[config.mk]
export PLATFORM = sky130hd
export DESIGN_NAME = seg_scan_mux
export DESIGN_NICKNAME = d
export VERILOG_FILES = /design/src/rtl/seg_scan_mux.sv
export SDC_FILE = /design/constraint.sdc
export NUM_CORES = 1
export LEC_CHECK = 0
export ABC_AREA = 1
export BUFFER_PORTS_ARGS = -buffer_cell sky130_fd_sc_hd__buf_2
export CORE_MARGIN = 3
export CORE_UTILIZATION = 57
export DETAILED_ROUTE_END_ITERATION = 10
export GPL_TIMING_DRIVEN = 0
export HOLD_SLACK_MARGIN = 0.05
export PLACE_DENSITY = 0.82
export SYNTH_ARGS = -nofsm -noshare
export SYNTH_HDL_FRONTEND = slang
export SYNTH_SLANG_ARGS = --single-unit
[constraint.sdc]
create_clock -name clk -period 2.8 [get_ports clk]
set_input_delay 0.56 -clock clk [delete_from_list [all_inputs] [get_ports clk]]
set_output_delay 0.56 -clock clk [all_outputs]
set_load 0.01 [all_outputs]
[src/rtl/seg_scan_mux.sv]
// rtl/seg_scan_mux.sv - 8-digit seven-segment scan controller with per-frame value capture
module seg_scan_mux #(
  parameter int REFRESH_DIV = 100000,
  parameter int CNT_W       = $clog2(REFRESH_DIV) + 1
) (
  input  logic        clk,
  input  logic        reset,
  input  logic [31:0] value,
  input  logic [7:0]  en_mask,
  input  logic        blank_lz,
  output logic [3:0]  digit_out,
  output logic [7:0]  anodes,
  output logic        frame_start
);

  localparam logic [CNT_W-1:0] CNT_LAST = CNT_W'(REFRESH_DIV - 1);

  logic [CNT_W-1:0] cnt_q, cnt_d;
  logic [2:0]       idx_q, idx_d;
  logic [31:0]      shadow_q, shadow_d;
  logic [7:0]       anodes_q, anodes_d;
  logic [3:0]       digit_q, digit_d;
  logic             frame_q, frame_d;

  logic             tick;
  logic             wrap;
  logic [7:0]       nib_zero;
  logic [7:0]       upper_zero;
  logic [7:0]       lead_zero;
  logic             visible;

  // Prescaler: free-running counter that wraps after REFRESH_DIV cycles.
  always_comb begin
    tick  = (cnt_q == CNT_LAST);
    cnt_d = tick ? '0 : cnt_q + 1'b1;
  end

  // Scan index and frame capture; the 7->0 step is the only point the shadow reloads.
  always_comb begin
    idx_d    = idx_q;
    wrap     = 1'b0;
    shadow_d = shadow_q;
    if (tick) begin
      idx_d = (idx_q == 3'd7) ? 3'd0 : idx_q + 3'd1;
      wrap  = (idx_q == 3'd7);
    end
    if (wrap) begin
      shadow_d = value;
    end
  end

  // Leading-zero map: digit i is blank when it and every digit above it are zero; digit 0 never blanks.
  always_comb begin
    nib_zero   = '0;
    upper_zero = '0;
    for (int i = 0; i < 8; i++) begin
      nib_zero[i] = (shadow_d[i*4 +: 4] == 4'h0);
    end
    upper_zero[7] = nib_zero[7];
    for (int i = 6; i >= 0; i--) begin
      upper_zero[i] = nib_zero[i] & upper_zero[i+1];
    end
    lead_zero = blank_lz ? {upper_zero[7:1], 1'b0} : 8'h00;
  end

  // Next output values, computed from the new index and new shadow so they change together with idx.
  always_comb begin
    visible     = en_mask[idx_d] & ~lead_zero[idx_d];
    anodes_d    = anodes_q;
    digit_d     = digit_q;
    frame_d     = wrap;
    if (tick) begin
      digit_d  = shadow_d[{idx_d, 2'b00} +: 4];
      anodes_d = visible ? ~(8'h01 << idx_d) : 8'hFF;
    end
  end

  // State and registered outputs; idx starts at 7 so the first tick is a capture.
  always_ff @(posedge clk or posedge reset) begin
    if (reset) begin
      cnt_q    <= '0;
      idx_q    <= 3'd7;
      shadow_q <= 32'h0;
      anodes_q <= 8'hFF;
      digit_q  <= 4'h0;
      frame_q  <= 1'b0;
    end else begin
      cnt_q    <= cnt_d;
      idx_q    <= idx_d;
      shadow_q <= shadow_d;
      anodes_q <= anodes_d;
      digit_q  <= digit_d;
      frame_q  <= frame_d;
    end
  end

  assign digit_out   = digit_q;
  assign anodes      = anodes_q;
  assign frame_start = frame_q;

endmodule

# ---- Word level (Yosys, flattened, before mapping)
# Cells that the tools add are included.
dict set report word_totals {
  word_cells 40
  reg_bits 66
  out_inout_bits 13
  inputBits 43
}
dict set report classes {
  order_cmp 1
  n_bitwise 9
  n_mux 11
  n_addsub 2
  n_shift 2
  n_reduce_logical 7
  n_eq_ne 2
}
# operator n
set op_table {}
lappend op_table {{2-to-1 mux 32 bit} 1}
lappend op_table {{indexed part select 32 x 6 -> 4 bit} 1}
lappend op_table {{logical NOT 4 bit} 7}
lappend op_table {{adder 18 x 1 -> 18 bit, second input constant} 1}
lappend op_table {{equality test 18 x 17 -> 1 bit, second input constant} 1}
lappend op_table {{2-to-1 mux 18 bit} 1}
lappend op_table {{2-to-1 mux 8 bit} 2}
lappend op_table {{inverter 8 bit} 1}
lappend op_table {{left shift 1 x 3 -> 8 bit, first input constant} 1}
lappend op_table {{bitwise AND 1 bit} 7}
lappend op_table {{binary-select mux 1 bit (select 3 bit)} 2}
lappend op_table {{2-to-1 mux 3 bit} 2}
lappend op_table {{less-than comparator 3 x 4 -> 1 bit, second input constant} 1}
lappend op_table {{adder 3 x 1 -> 3 bit, second input constant} 1}
lappend op_table {{equality test 3 bit, second input constant} 1}
lappend op_table {{2-to-1 mux 1 bit} 3}
lappend op_table {{inverter 1 bit} 1}

# ---- Logic depth before layout (Yosys ltp)
# Gate-level depths: netlist of the first run.
dict set report depth {
  word_depth 16
  ltp_mapped 17
  depth_no_buf 17
}

# ---- Least setup slack after synthesis of the first run
# OpenSTA, ideal clock, no wires.
dict set report synth_timing {
  path_kind {flip-flop to flip-flop}
  from {register idx_q[1]}
  to {register anodes_q[0] (netlist: anodes[0])}
  slack_ns 0.675
  arrival_ns 2.067
  n_path_buf 1
  setup_ns 0.058
  stages_incl_launch_ff 16
  t_required_ns 2.742
  path_cell_list {dfstp_2 -> ha_1 -> ha_1 -> buf_2 -> inv_1 -> nand2_1 -> nand4_1 -> nand2_2 -> nand2_1 -> o21ai_0 -> nor2_1 -> nand3_1 -> nand2_2 -> nand3_1 -> nand2_1 -> inv_1}
}
dict set report synth_via {
  elab_chain_cells 16
  word_cells_on_any_way 29
}
# item line_no
set synth_rtl {}
lappend synth_rtl {{from (decl)} 19} ;# logic [2:0] idx_q, idx_d;
lappend synth_rtl {{from (signal assigned)} 89} ;# idx_q <= idx_d;
lappend synth_rtl {{equality test 3 bit} {44, 45}}
lappend synth_rtl {{2-to-1 mux 1 bit} 43} ;# if (tick) begin
lappend synth_rtl {{2-to-1 mux 32 bit} 47} ;# if (wrap) begin
lappend synth_rtl {{logical NOT 4 bit} 57} ;# nib_zero[i] = (shadow_d[i*4 +: 4] == 4'h0);
lappend synth_rtl {{bitwise AND 1 bit (6 in a row)} 61} ;# upper_zero[i] = nib_zero[i] & upper_zero[i+1];
lappend synth_rtl {{2-to-1 mux 8 bit} 63} ;# lead_zero = blank_lz ? {upper_zero[7:1], 1'b0} : 8'h00;
lappend synth_rtl {{binary-select mux 1 bit (select 3 bit)} 68} ;# visible = en_mask[idx_d] & ~lead_zero[idx_d];
lappend synth_rtl {{2-to-1 mux 1 bit (not written as such)} 68}
lappend synth_rtl {{inverter 1 bit} 68}
lappend synth_rtl {{bitwise AND 1 bit} 68}
lappend synth_rtl {{2-to-1 mux 8 bit (*)} 74} ;# anodes_d = visible ? ~(8'h01 << idx_d) : 8'hFF;
lappend synth_rtl {{to (signal assigned)} 91} ;# anodes_q <= anodes_d;
lappend synth_rtl {{to (decl)} 21} ;# logic [7:0] anodes_q, anodes_d;
# Every way passes the cells marked *; elsewhere a longest branch is shown, timed or not. The select of a mux whose other input is x is not followed.
# A chain may end at the register's enable or synchronous reset.

# ---- Worst setup path in the final report of the first run
dict set report layout_timing {
  from {register cnt_q[0]}
  to {register anodes_q[7] (netlist: anodes[7])}
}
dict set report layout_via {
  word_cells_on_any_way 27
}
# item line_no
set layout_rtl {}
lappend layout_rtl {{from (decl)} 18} ;# logic [CNT_W-1:0] cnt_q, cnt_d;
lappend layout_rtl {{from (signal assigned)} 88} ;# cnt_q <= cnt_d;
lappend layout_rtl {{equality test 18 x 17 -> 1 bit (*)} 34} ;# tick = (cnt_q == CNT_LAST);
lappend layout_rtl {{2-to-1 mux 3 bit (*)} 43}
lappend layout_rtl {{net idx_d[2]} 19}
lappend layout_rtl {{binary-select mux 1 bit (select 3 bit)} 68}
lappend layout_rtl {{2-to-1 mux 1 bit (not written as such)} 68}
lappend layout_rtl {{inverter 1 bit} 68}
lappend layout_rtl {{bitwise AND 1 bit} 68}
lappend layout_rtl {{2-to-1 mux 8 bit (*)} 74}
# Mark *: on every way through the listed nets, which the timed path passes. The rest lies on a longest branch. The select of a mux whose other input is x is not followed.

==> results of run 1 <==
## per-stage QoR
stage | instance area (sq um) | hold slack [ns] | power, W
after floorplan | 3628 | 0.4449 | 0.0009911
after global placement | 3998 | 0.4630 | 0.001025
after CTS | 4207 | 0.2536 | 0.001811
after global routing | 4218 | 0.2673 | 0.001863
final | 4218 | 0.2419 | 0.001801
after detailed placement | 4018 | 0.4673 | 0.001030
## cell type report
| cell class | instances | area [sq um] | share of cell area (%) |
|---|---|---|---|
| clock buffer | 13 | 148.9 | 3.530 |
| buffer | 10 | 62.56 | 1.483 |
| tap | 75 | 93.84 | 2.225 |
| clock inverter | 3 | 40.04 | 0.9493 |
| timing repair buffer | 56 | 295.3 | 7.001 |
| multi-input combinational | 312 | 1600 | 37.94 |
| sequential | 66 | 1665 | 39.48 |
| inverter | 83 | 311.5 | 7.387 |
## synth_stat cells (2+ instances only)
| library cell | n |
|---|---|
| or2_2 | 10 |
| a21oi_1 | 14 |
| o21ai_0 | 10 |
| buf_2 | 5 |
| nor2_2 | 2 |
| inv_1 | 75 |
| o2111ai_1 | 5 |
| nor2_1 | 46 |
| ha_1 | 3 |
| a22oi_1 | 5 |
| o21a_1 | 2 |
| nand2_2 | 10 |
| nor3_1 | 2 |
| inv_2 | 8 |
| dfrtp_1 | 55 |
| clkbuf_1 | 3 |
| nor2_4 | 4 |
| buf_6 | 2 |
| o21ai_1 | 4 |
| nand4_2 | 2 |
| nand4_1 | 18 |
| nand3_4 | 2 |
| nand3_1 | 23 |
| xor2_1 | 6 |
| dfstp_2 | 11 |
| o211ai_1 | 2 |
| nand2_1 | 132 |
## sequential cells by signal (all words and copies together) (netlist names)
register	flops
idx_q	3
digit_out	4
cnt_q	18
frame_start	1
anodes	8
shadow_q	32
## power groups by stage
stage                     Clock [W]  Sequential, W  Combinational [W]
after detailed placement          0       0.000971          0.0000582
after global routing       0.000845       0.000953          0.0000650
final                      0.000790       0.000954          0.0000568
after floorplan                   0       0.000971          0.0000197
after global placement            0       0.000971          0.0000536
after CTS                  0.000798       0.000954          0.0000588
## final timing paths
kind	startpoint	to	slack, ns	cells past startpoint
max	cnt_q[0]	anodes[7]	0.21	14
min	reset	shadow_q[22]	0.24	2
max reg2reg	cnt_q[0]	anodes[7]	0.21	14
min reg2reg	shadow_q[17]	shadow_q[17]	0.48	2
max in group asynchronous	reset	anodes[7]	1.89	3
min in group clk	value[2]	shadow_q[2]	0.44	3
## what timing repair did
item / in CTS / in global routing
setup endpoints to repair: 0 / 8
gates resized for setup: 0 / 5
hold buffers: 0 / 0
## worst max-delay path, delay by kind of cell (launching register included)
kind / cells / cell delay (ns)
and+or+nand+nor: 9 / 1.20
DFF: 1 / 0.38
AOI/OAI and AO/OA: 1 / 0.32
buffers and inverters: 3 / 0.41
adders and majority gates: 1 / 0.22
## cells by family after synthesis
| group | count (synthesis) |
|---|---|
| AO/OA/AOI/OAI | 45 |
| flip-flops | 66 |
| adder cells (fa/ha/maj) | 3 |
| AND/OR/NAND/NOR | 258 |
| buffers and inverters | 93 |
| XOR/XNOR | 6 |
## layer usage
layer	wire length (um)	global-route usage, %
met1	3629	31.38
met2	4155	40.47
met3	466	5.764
met4	285	15.25
met5	0	0
==> reports/metrics.csv, run 1 <==
stage,metric,value,unit
synthesis,synth_top_cell_area_share,37.93,%
sta,grt_setup_unrepaired,false,
grt,grt_max_degree,43,
synthesis,synth.ff_latch_count,66,
cells_and_area,n_antenna_cell,0,
placement,dp_hpwl,6487,um
sta,slew_headroom,65.00,%
sta,fmaxAchievable,0.3863,GHz
clocking,clockRootBuffer,clkbuf_8,
power,combPwrFrac,3.2,%
detailed_routing,vias,3271,
cells_and_area,drive_gt1_share,24.31,%
synthesis,seq_area_frac_synth,45.90,%
critical_path,path_cells,ha_1 > nand3_1 > nor2_2 > nand3_2 > buf_6 > a21oi_4 > inv_2 > nor2_1 > nor2_1 > nor2_4 > nand3_4 > nand3_1 > nand2_1 > inv_1,
cells_and_area,fin_util,70.00,%
cells_and_area,finalNonFillerCells,618,
critical_path,crit_type,flop to flop,
synthesis,async_reset_ff_share,100.0,%
grt,overflow,0,
critical_path,slowest_delay,0.38,ns
synthesis,synth_area,3628,sq um
power,ir_drop,298.9,uV
clocking,htree_levels,3,
synthesis,synth-main-ff-cell,dfrtp_1,
flow_run,maxCapViolCount,0,
synthesis,syn_inst,471,
power,clockPowerShare,43.9,%
critical_path,crit_slowest_cell,dfrtp_1,
grt,grt_pass1_vias,3263,
sta,fin_crit,2.589,ns
synthesis,yosysTopAreaCell,dfrtp_1,
grt,grt_usage,25.34,%
cells_and_area,layout_commonest_cell,nand2_1,
clocking,clock_latency,0.35,ns
sta,finalSetupTns,0,ns
cells_and_area,fin_nets,584,
clocking,clk_pin_slew_worst_paths,0.07,ns
floorplan,start_util,60.22,%
synthesis,synthXorXnorAreaFrac,1.448,%
synthesis,muxShareOfSynthArea,0,%
power,internal-power,0.001413,W
sta,finalCritPeriodShare,92.45,%
detailed_routing,wl_per_cell,13.81,um
cells_and_area,mostFrequentLayoutCells,"nand2_1 (132), inv_1 (74), buf_2 (59)",
detailed_routing,dr.pass1.iters,5,
clocking,cts_buffers,9,
placement,dp_cells,602,
floorplan,num_rows,28,
sta,setup_ws,0.2115,ns
synthesis,avgSynthCellArea,7.704,sq um
critical_path,cp.required,3.09,ns
synthesis,synth_top_family_by_area,simple AND/OR/NAND/NOR gates,
synthesis,synth_fa_ha_area_share,1.034,%
critical_path,cp-start-kind,flop,
synthesis,synth-compound-area-share,7.759,%
sta,clock_skew,0.008604,ns
floorplan,core_area,6026,sq um
floorplan,die_width,85.79,um
clocking,cts_tree,yes,
sta,hold_viol,0,
synthesis,synth-edff-count,0,
clocking,clock_sinks,66,
floorplan,dieArea,7359,sq um
sta,finalSetupViolations,0,
synthesis,synth_area_leaders,"dfrtp_1 (38%), nand2_1 (14%), dfstp_2 (8.0%)",
grt,grt_pass1_wl,14550,um
detailed_routing,post-route-drc-count,0,
detailed_routing,wl,8536,um
power,p_sw,0.0003874,W
synthesis,synthSimpleGateAreaFrac,33.66,%
critical_path,cp_max_fo,10,
placement,io_buffers,55,
synthesis,synth.distinct_cells,37,
detailed_routing,ant_nets,0,
sta,tightest_slew,0.5243,ns
sta,maxSlewViolCount,0,
detailed_routing,drtIter0Drc,229,
critical_path,critical_path_arrival,2.88,ns
floorplan,io_pins,56,
cells_and_area,syn_to_final_growth,16.24,%
power,swShare,21.51,%
floorplan,chipHeight,85.79,um
worst_hold_path,holdCritPathClass,input pin to asynchronous set/reset pin,
cells_and_area,fillers,499,
power,powerDensity,426.9,nW/um^2
critical_path,crit_path_end_kind,flop,
placement,place_congestion,0.9284,
synthesis,synth_fp_nets,517,
grt,grt_antenna_before_repair,0,
power,seq_power_share,53.0,%
status,status,"finished, final reports clean",
clocking,cts_setup_buffers,0,
detailed_routing,vias_per_cell,5.293,
power,p_leak,2.326,nW
clocking,clockBufferDepth,2,
placement,dp_worst_setup_slack,0.1085,ns
synthesis,yosysWarnings,0,
Power figures use the tool's default switching activity.
==> run 2, diff against run 1 <==
- ABC_AREA: 1 -> 0
==> reports/metrics.csv, run 2 <==
stage,metric,value,unit
synthesis,synth-main-ff-cell,dfrtp_1,
synthesis,async_reset_ff_share,100.0,%
floorplan,num_rows,28,
synthesis,synthSimpleGateAreaFrac,20.55,%
sta,finalSetupViolations,0,
synthesis,seq_area_frac_synth,47.15,%
critical_path,crit_path_end_kind,flop,
cells_and_area,drive_gt1_share,40.00,%
grt,grt_max_degree,44,
clocking,clock_latency,0.35,ns
grt,grt_pass1_vias,2975,
clocking,clockBufferDepth,2,
critical_path,r2r-end,digit_out[0],
critical_path,crit_type,flop to flop,
grt,grt_antenna_before_repair,0,
cells_and_area,fin_nets,471,
sta,tightest_slew,0.6994,ns
status,status,"finished, final reports clean",
placement,io_buffers,55,
grt,grt_usage,26.36,%
detailed_routing,vias_per_cell,6.178,
synthesis,syn_inst,334,
synthesis,synth_fa_ha_area_share,1.063,%
grt,grt_pass1_wl,14670,um
cells_and_area,fillers,398,
floorplan,dieArea,7177,sq um
synthesis,synth.ff_latch_count,66,
critical_path,rr_startpoint,cnt_q[1],
floorplan,start_util,59.31,%
synthesis,synth-edff-count,0,
synthesis,yosysTopAreaCell,dfrtp_1,
power,p_leak,2.115,nW
synthesis,synth_area,3532,sq um
critical_path,rrSetupSlack,0.03,ns
cells_and_area,fin_util,74.43,%
synthesis,synth-compound-area-share,11.02,%
clocking,clockRootBuffer,clkbuf_8,
power,powerDensity,400.5,nW/um^2
synthesis,synth_most_common_cell,dfrtp_1,
detailed_routing,wl,9395,um
detailed_routing,ant_nets,0,
cells_and_area,regArea,1665,sq um
cells_and_area,mostFrequentLayoutCells,"dfrtp_1 (55), buf_2 (55), nand2_1 (31)",
clocking,cts_buffers,9,
placement,dp_hpwl,6529,um
cells_and_area,regMostFlops,shadow_q,
clocking,clock_sinks,66,
critical_path,cp-start-kind,flop,
detailed_routing,wl_per_cell,18.60,um
worst_hold_path,holdCritPathClass,input pin to asynchronous set/reset pin,
synthesis,synth_area_leaders,"dfrtp_1 (39%), mux2_2 (8.3%), dfstp_2 (8.2%)",
synthesis,muxShareOfSynthArea,13.18,%
sta,slew_headroom,52.94,%
synthesis,synth.distinct_cells,60,
cells_and_area,final_area,4433,sq um
sta,clock_skew,0.007443,ns
detailed_routing,post-route-drc-count,0,
synthesis,yosysWarnings,0,
cells_and_area,largest_reg_flops,32,
grt,overflow,0,
power,ir_drop,313.6,uV
sta,fmaxAchievable,0.3614,GHz
sta,hold_viol,0,
sta,finalCritPeriodShare,98.83,%
placement,place_area,3921,sq um
flow_run,maxCapViolCount,0,
cells_and_area,syn_to_final_growth,25.50,%
clocking,cts_tree,yes,
critical_path,cp.required,3.02,ns
floorplan,chipHeight,84.72,um
detailed_routing,dr.pass1.iters,6,
critical_path,startpoint,cnt_q[1],
floorplan,core_area,5956,sq um
sta,maxSlewViolCount,0,
placement,place_congestion,0.9111,
sta,fin_crit,2.767,ns
clocking,htree_levels,3,
critical_path,r2r_cells,13,
synthesis,synth_fp_nets,380,
cells_and_area,multiInputGateArea,1842,sq um
floorplan,die_width,84.72,um
synthesis,synth_top_family_by_area,simple AND/OR/NAND/NOR gates,
critical_path,critical_path_arrival,2.99,ns
synthesis,synth_top_cell_area_share,38.97,%
synthesis,yosys-top-cells-count,"dfrtp_1 (55), nand2_1 (31), nor2_1 (31)",
detailed_routing,vias,3120,
cells_and_area,n_antenna_cell,0,
clocking,clk_pin_slew_worst_paths,0.07,ns
detailed_routing,drtIter0Drc,345,
synthesis,avgSynthCellArea,10.58,sq um
floorplan,io_pins,56,
sta,grt_setup_unrepaired,true,
critical_path,cp_max_fo,10,
synthesis,synthXorXnorAreaFrac,3.471,%
==> run 2: cell types whose count changed after synthesis, moves of 10 or more <==
cell and change:
nand4_1 -13, mux2_2 +26, nor4_1 +14, or2_2 -10, mux2i_1 +15, nor2_1 -15, nand3_1 -14, xnor2_1 +10
nand2_1 -101, inv_1 -66, nand2_2 -10
==> run 2: how the worst max path moves through the flow <==
stage	to	slack [ns]
floorplan	anodes[6]	0.26
global placement	anodes[6]	-0.15
detailed placement	anodes[6]	-0.25
CTS	anodes[6]	0.01
global route	anodes[3]	-0.04
finish	digit_out[0]	0.03
==> run 2: kinds of logic (layout without fill, tap and decap cells) <==
group | after synthesis | count (layout)
flip-flops | 66 | 66
buffers and inverters | 22 | 118
adder cells (fa/ha/maj) | 3 | 3
multiplexers | 42 | 42
XOR/XNOR | 14 | 14
AO/OA/AOI/OAI | 57 | 57
AND/OR/NAND/NOR | 130 | 130
==> run 2: critical path: stages (launching register included) <==
cell and delay [ns]:
dfrtp_1 0.40, ha_4 0.16, and4_1 0.20, buf_6 0.11
and4_4 0.25, and3_4 0.19, buf_6 0.11, buf_4 0.10
buf_6 0.14, mux2_2 0.37, mux2i_1 0.27, nor2_1 0.07
o21ai_1 0.17, o21ai_1 0.08
==> run 2: power breakdown <==
part	internal, W	switching, W	leakage (nW)
clock network	0.000416	0.000346	0.102
registers	0.000954	0	0.838
logic	0.0000257	0.0000343	1.18
==> run 2: per-layer routing <==
layer  vias up  wire length [um]  GRT usage [%]
li1       1402                 -              -
met1      1517              3892          36.70
met2       162              4407          39.72
met3        39               743          5.397
met4         0               352          12.23
met5         -                 0              0
==> run 2: per-stage QoR <==
stage               setup TNS [ns]  setup slack [ns]  std cells  hold slack, ns  total power [W]
floorplan                        0            0.2578        334          0.4479        0.0009880
global placement            -7.941           -0.1532        464          0.4647         0.001027
detailed placement          -2.214           -0.2470        465          0.4794         0.001031
CTS                              0           0.01187        488          0.2539         0.001781
global route               -0.2760          -0.04463        505          0.2861         0.001848
finish                           0           0.03281        505          0.2400         0.001775
==> run 2: timing repair <==
item | 4_1_cts | 5_1_grt
endpoints found under the setup margin | 12 | 12
buffers inserted | 7 | 18
hold buffers | 0 | 0
pin swaps | 5 | 12
gates resized for setup | 11 | 24
hold endpoints to repair | 0 | 0
==> run 2: final cells by class <==
class	instances	share of cell area, %
clock buffers	14	4.121
clock inverters	2	0.2258
flip-flops and latches	66	37.57
inverters	11	0.9879
well taps	75	2.117
plain buffers	11	2.427
multi-input cells	246	41.55
repair buffers	80	11.01
==> run 3, diff against run 2 <==
- CELL_PAD_IN_SITES_DETAIL_PLACEMENT: not set -> 0
- CELL_PAD_IN_SITES_GLOBAL_PLACEMENT: not set -> 2
- CORE_UTILIZATION: 57 -> 36
- PLACE_DENSITY: 0.82 -> 0.81
==> reports/metrics.csv, run 3 (synthesis results as in run 2) <==
stage,metric,value,unit
clocking,cts_buffers,9,
placement,dp_cells,518,
placement,dp_worst_setup_slack,-0.4593,ns
grt,overflow,0,
clocking,htree_levels,3,
critical_path,slowest_delay,0.41,ns
sta,clock_skew,0.007776,ns
detailed_routing,ant_nets,0,
critical_path,critical_path_arrival,2.92,ns
floorplan,core_area,9371,sq um
placement,place_congestion,0.8144,
placement,io_buffers,55,
detailed_routing,drtIter0Drc,119,
power,p_leak,2.083,nW
critical_path,r2r_cells,10,
clocking,cts_tree,yes,
sta,finalCritPeriodShare,96.48,%
cells_and_area,regMostFlops,shadow_q,
critical_path,cp_num_cells,10,
placement,place_area,3971,sq um
cells_and_area,mostFrequentLayoutCells,"dfrtp_1 (55), buf_2 (55), nand2_1 (31)",
cells_and_area,n_antenna_cell,0,
clocking,clock_sinks,66,
sta,fin_crit,2.702,ns
critical_path,cp-start-kind,flop,
clocking,clockRootBuffer,clkbuf_8,
clocking,clock_latency,0.34,ns
cells_and_area,fin_util,47.34,%
grt,grt_pass1_vias,2897,
cells_and_area,largest_reg_flops,32,
critical_path,cp.required,3.01,ns
power,clockPowerShare,47.1,%
sta,grt_setup_unrepaired,true,
sta,setup_ws,0.09846,ns
grt,grt_usage,18.13,%
detailed_routing,post-route-drc-count,0,
flow_run,maxCapViolCount,0,
sta,fmaxAchievable,0.3702,GHz
critical_path,cp_max_fo,6,
critical_path,r2r-end,digit_out[2],
critical_path,startpoint,cnt_q[1],
cells_and_area,syn_to_final_growth,25.61,%
clocking,clockBufferDepth,2,
worst_hold_path,holdCritPathClass,input pin to asynchronous set/reset pin,
sta,maxSlewViolCount,0,
detailed_routing,wl,9705,um
critical_path,critPathBufInv,2,
detailed_routing,dr.pass1.iters,5,
power,ir_drop,163.3,uV
sta,finalSetupViolations,0,
grt,grt_max_degree,67,
floorplan,io_pins,56,
sta,slew_headroom,44.07,%
critical_path,path_cells,ha_4 > and4_1 > buf_6 > and4_4 > and3_4 > buf_12 > mux2_2 > nor2b_1 > nor4_2 > o31ai_2,
power,combPwrFrac,3.0,%
floorplan,num_rows,35,
grt,grt_antenna_before_repair,0,
critical_path,rr_startpoint,cnt_q[1],
critical_path,crit_type,flop to flop,
cells_and_area,final_area,4437,sq um
power,p_sw,0.0004128,W
critical_path,crit_slowest_cell,dfrtp_1,
detailed_routing,vias,2902,
clocking,clk_pin_slew_worst_paths,0.07,ns
critical_path,cp_top_family,simple AND/OR/NAND/NOR gates,
cells_and_area,fillers,921,
sta,tightest_slew,0.8390,ns
placement,dp_hpwl,7008,um
critical_path,rrSetupSlack,0.1,ns
detailed_routing,vias_per_cell,5.296,
clocking,postCtsHoldBufs,0,
floorplan,start_util,37.69,%
detailed_routing,wl_per_cell,17.71,um
floorplan,die_width,105.1,um
status,status,"finished, final reports clean",
power,power,0.001912,W
floorplan,chipHeight,105.1,um
sta,hold_viol,0,
critical_path,crit_path_end_kind,flop,
cells_and_area,fin_nets,460,
grt,grt_pass1_wl,15550,um
power,internal-power,0.001500,W
power,seq_power_share,49.9,%
floorplan,dieArea,11040,sq um
cells_and_area,finalNonFillerCells,548,
power,swShare,21.58,%
cells_and_area,drive_gt1_share,39.14,%
power,powerDensity,431.0,nW/um^2
[run 3: metrics by stage]
| step | hold slack (ns) | setup TNS (ns) |
|---|---|---|
| finish | 0.3653 | 0 |
| global placement | 0.4709 | -20.88 |
| detailed placement | 0.4756 | -3.761 |
| floorplan | 0.4479 | 0 |
| CTS | 0.4192 | -0.02889 |
| global route | 0.4535 | -0.02236 |
[run 3: metal layers]
layer	up-vias	track usage, %	wire [um]
li1	1378	-	-
met1	1450	26.16	4643
met2	66	26.40	4430
met3	8	4.941	536
met4	0	5.530	95
met5	-	0	0
[run 3: area by class of cell]
type	count	area, sq um	area share, %
clock buffer	11	141.4	3.187
timing repair buffer	70	405.4	9.137
clock inverter	5	77.57	1.748
buffer	10	105.1	2.369
sequential	66	1665	37.54
inverter	11	46.29	1.043
tap	129	161.4	3.638
multi-input combinational	246	1834	41.34
[run 3: timing repair]
action,CTS,global route
gates cloned,0,1
pin swaps,5,8
buffers inserted,5,9
endpoints found under the hold margin,0,0
endpoints found under the setup margin,12,12
gates resized for setup,14,21
[run 3: worst max path at each step]
stage	to	slack, ns
2_1_floorplan	anodes[6]	0.26
3_3_place_gp	digit_out[2]	-0.44
3_5_place_dp	digit_out[2]	-0.46
4_1_cts	digit_out[2]	-0.03
5_1_grt	anodes[3]	-0.01
6_report	digit_out[2]	0.1
[run 3: power groups by stage]
stage	logic (W)	clock network (W)	registers [W]
after floorplan	0.0000165	0	0.000971
after global placement	0.0000576	0	0.000971
after detailed placement	0.0000596	0	0.000971
after CTS	0.0000594	0.000926	0.000953
after global routing	0.0000664	0.000972	0.000953
final	0.0000573	0.000902	0.000953
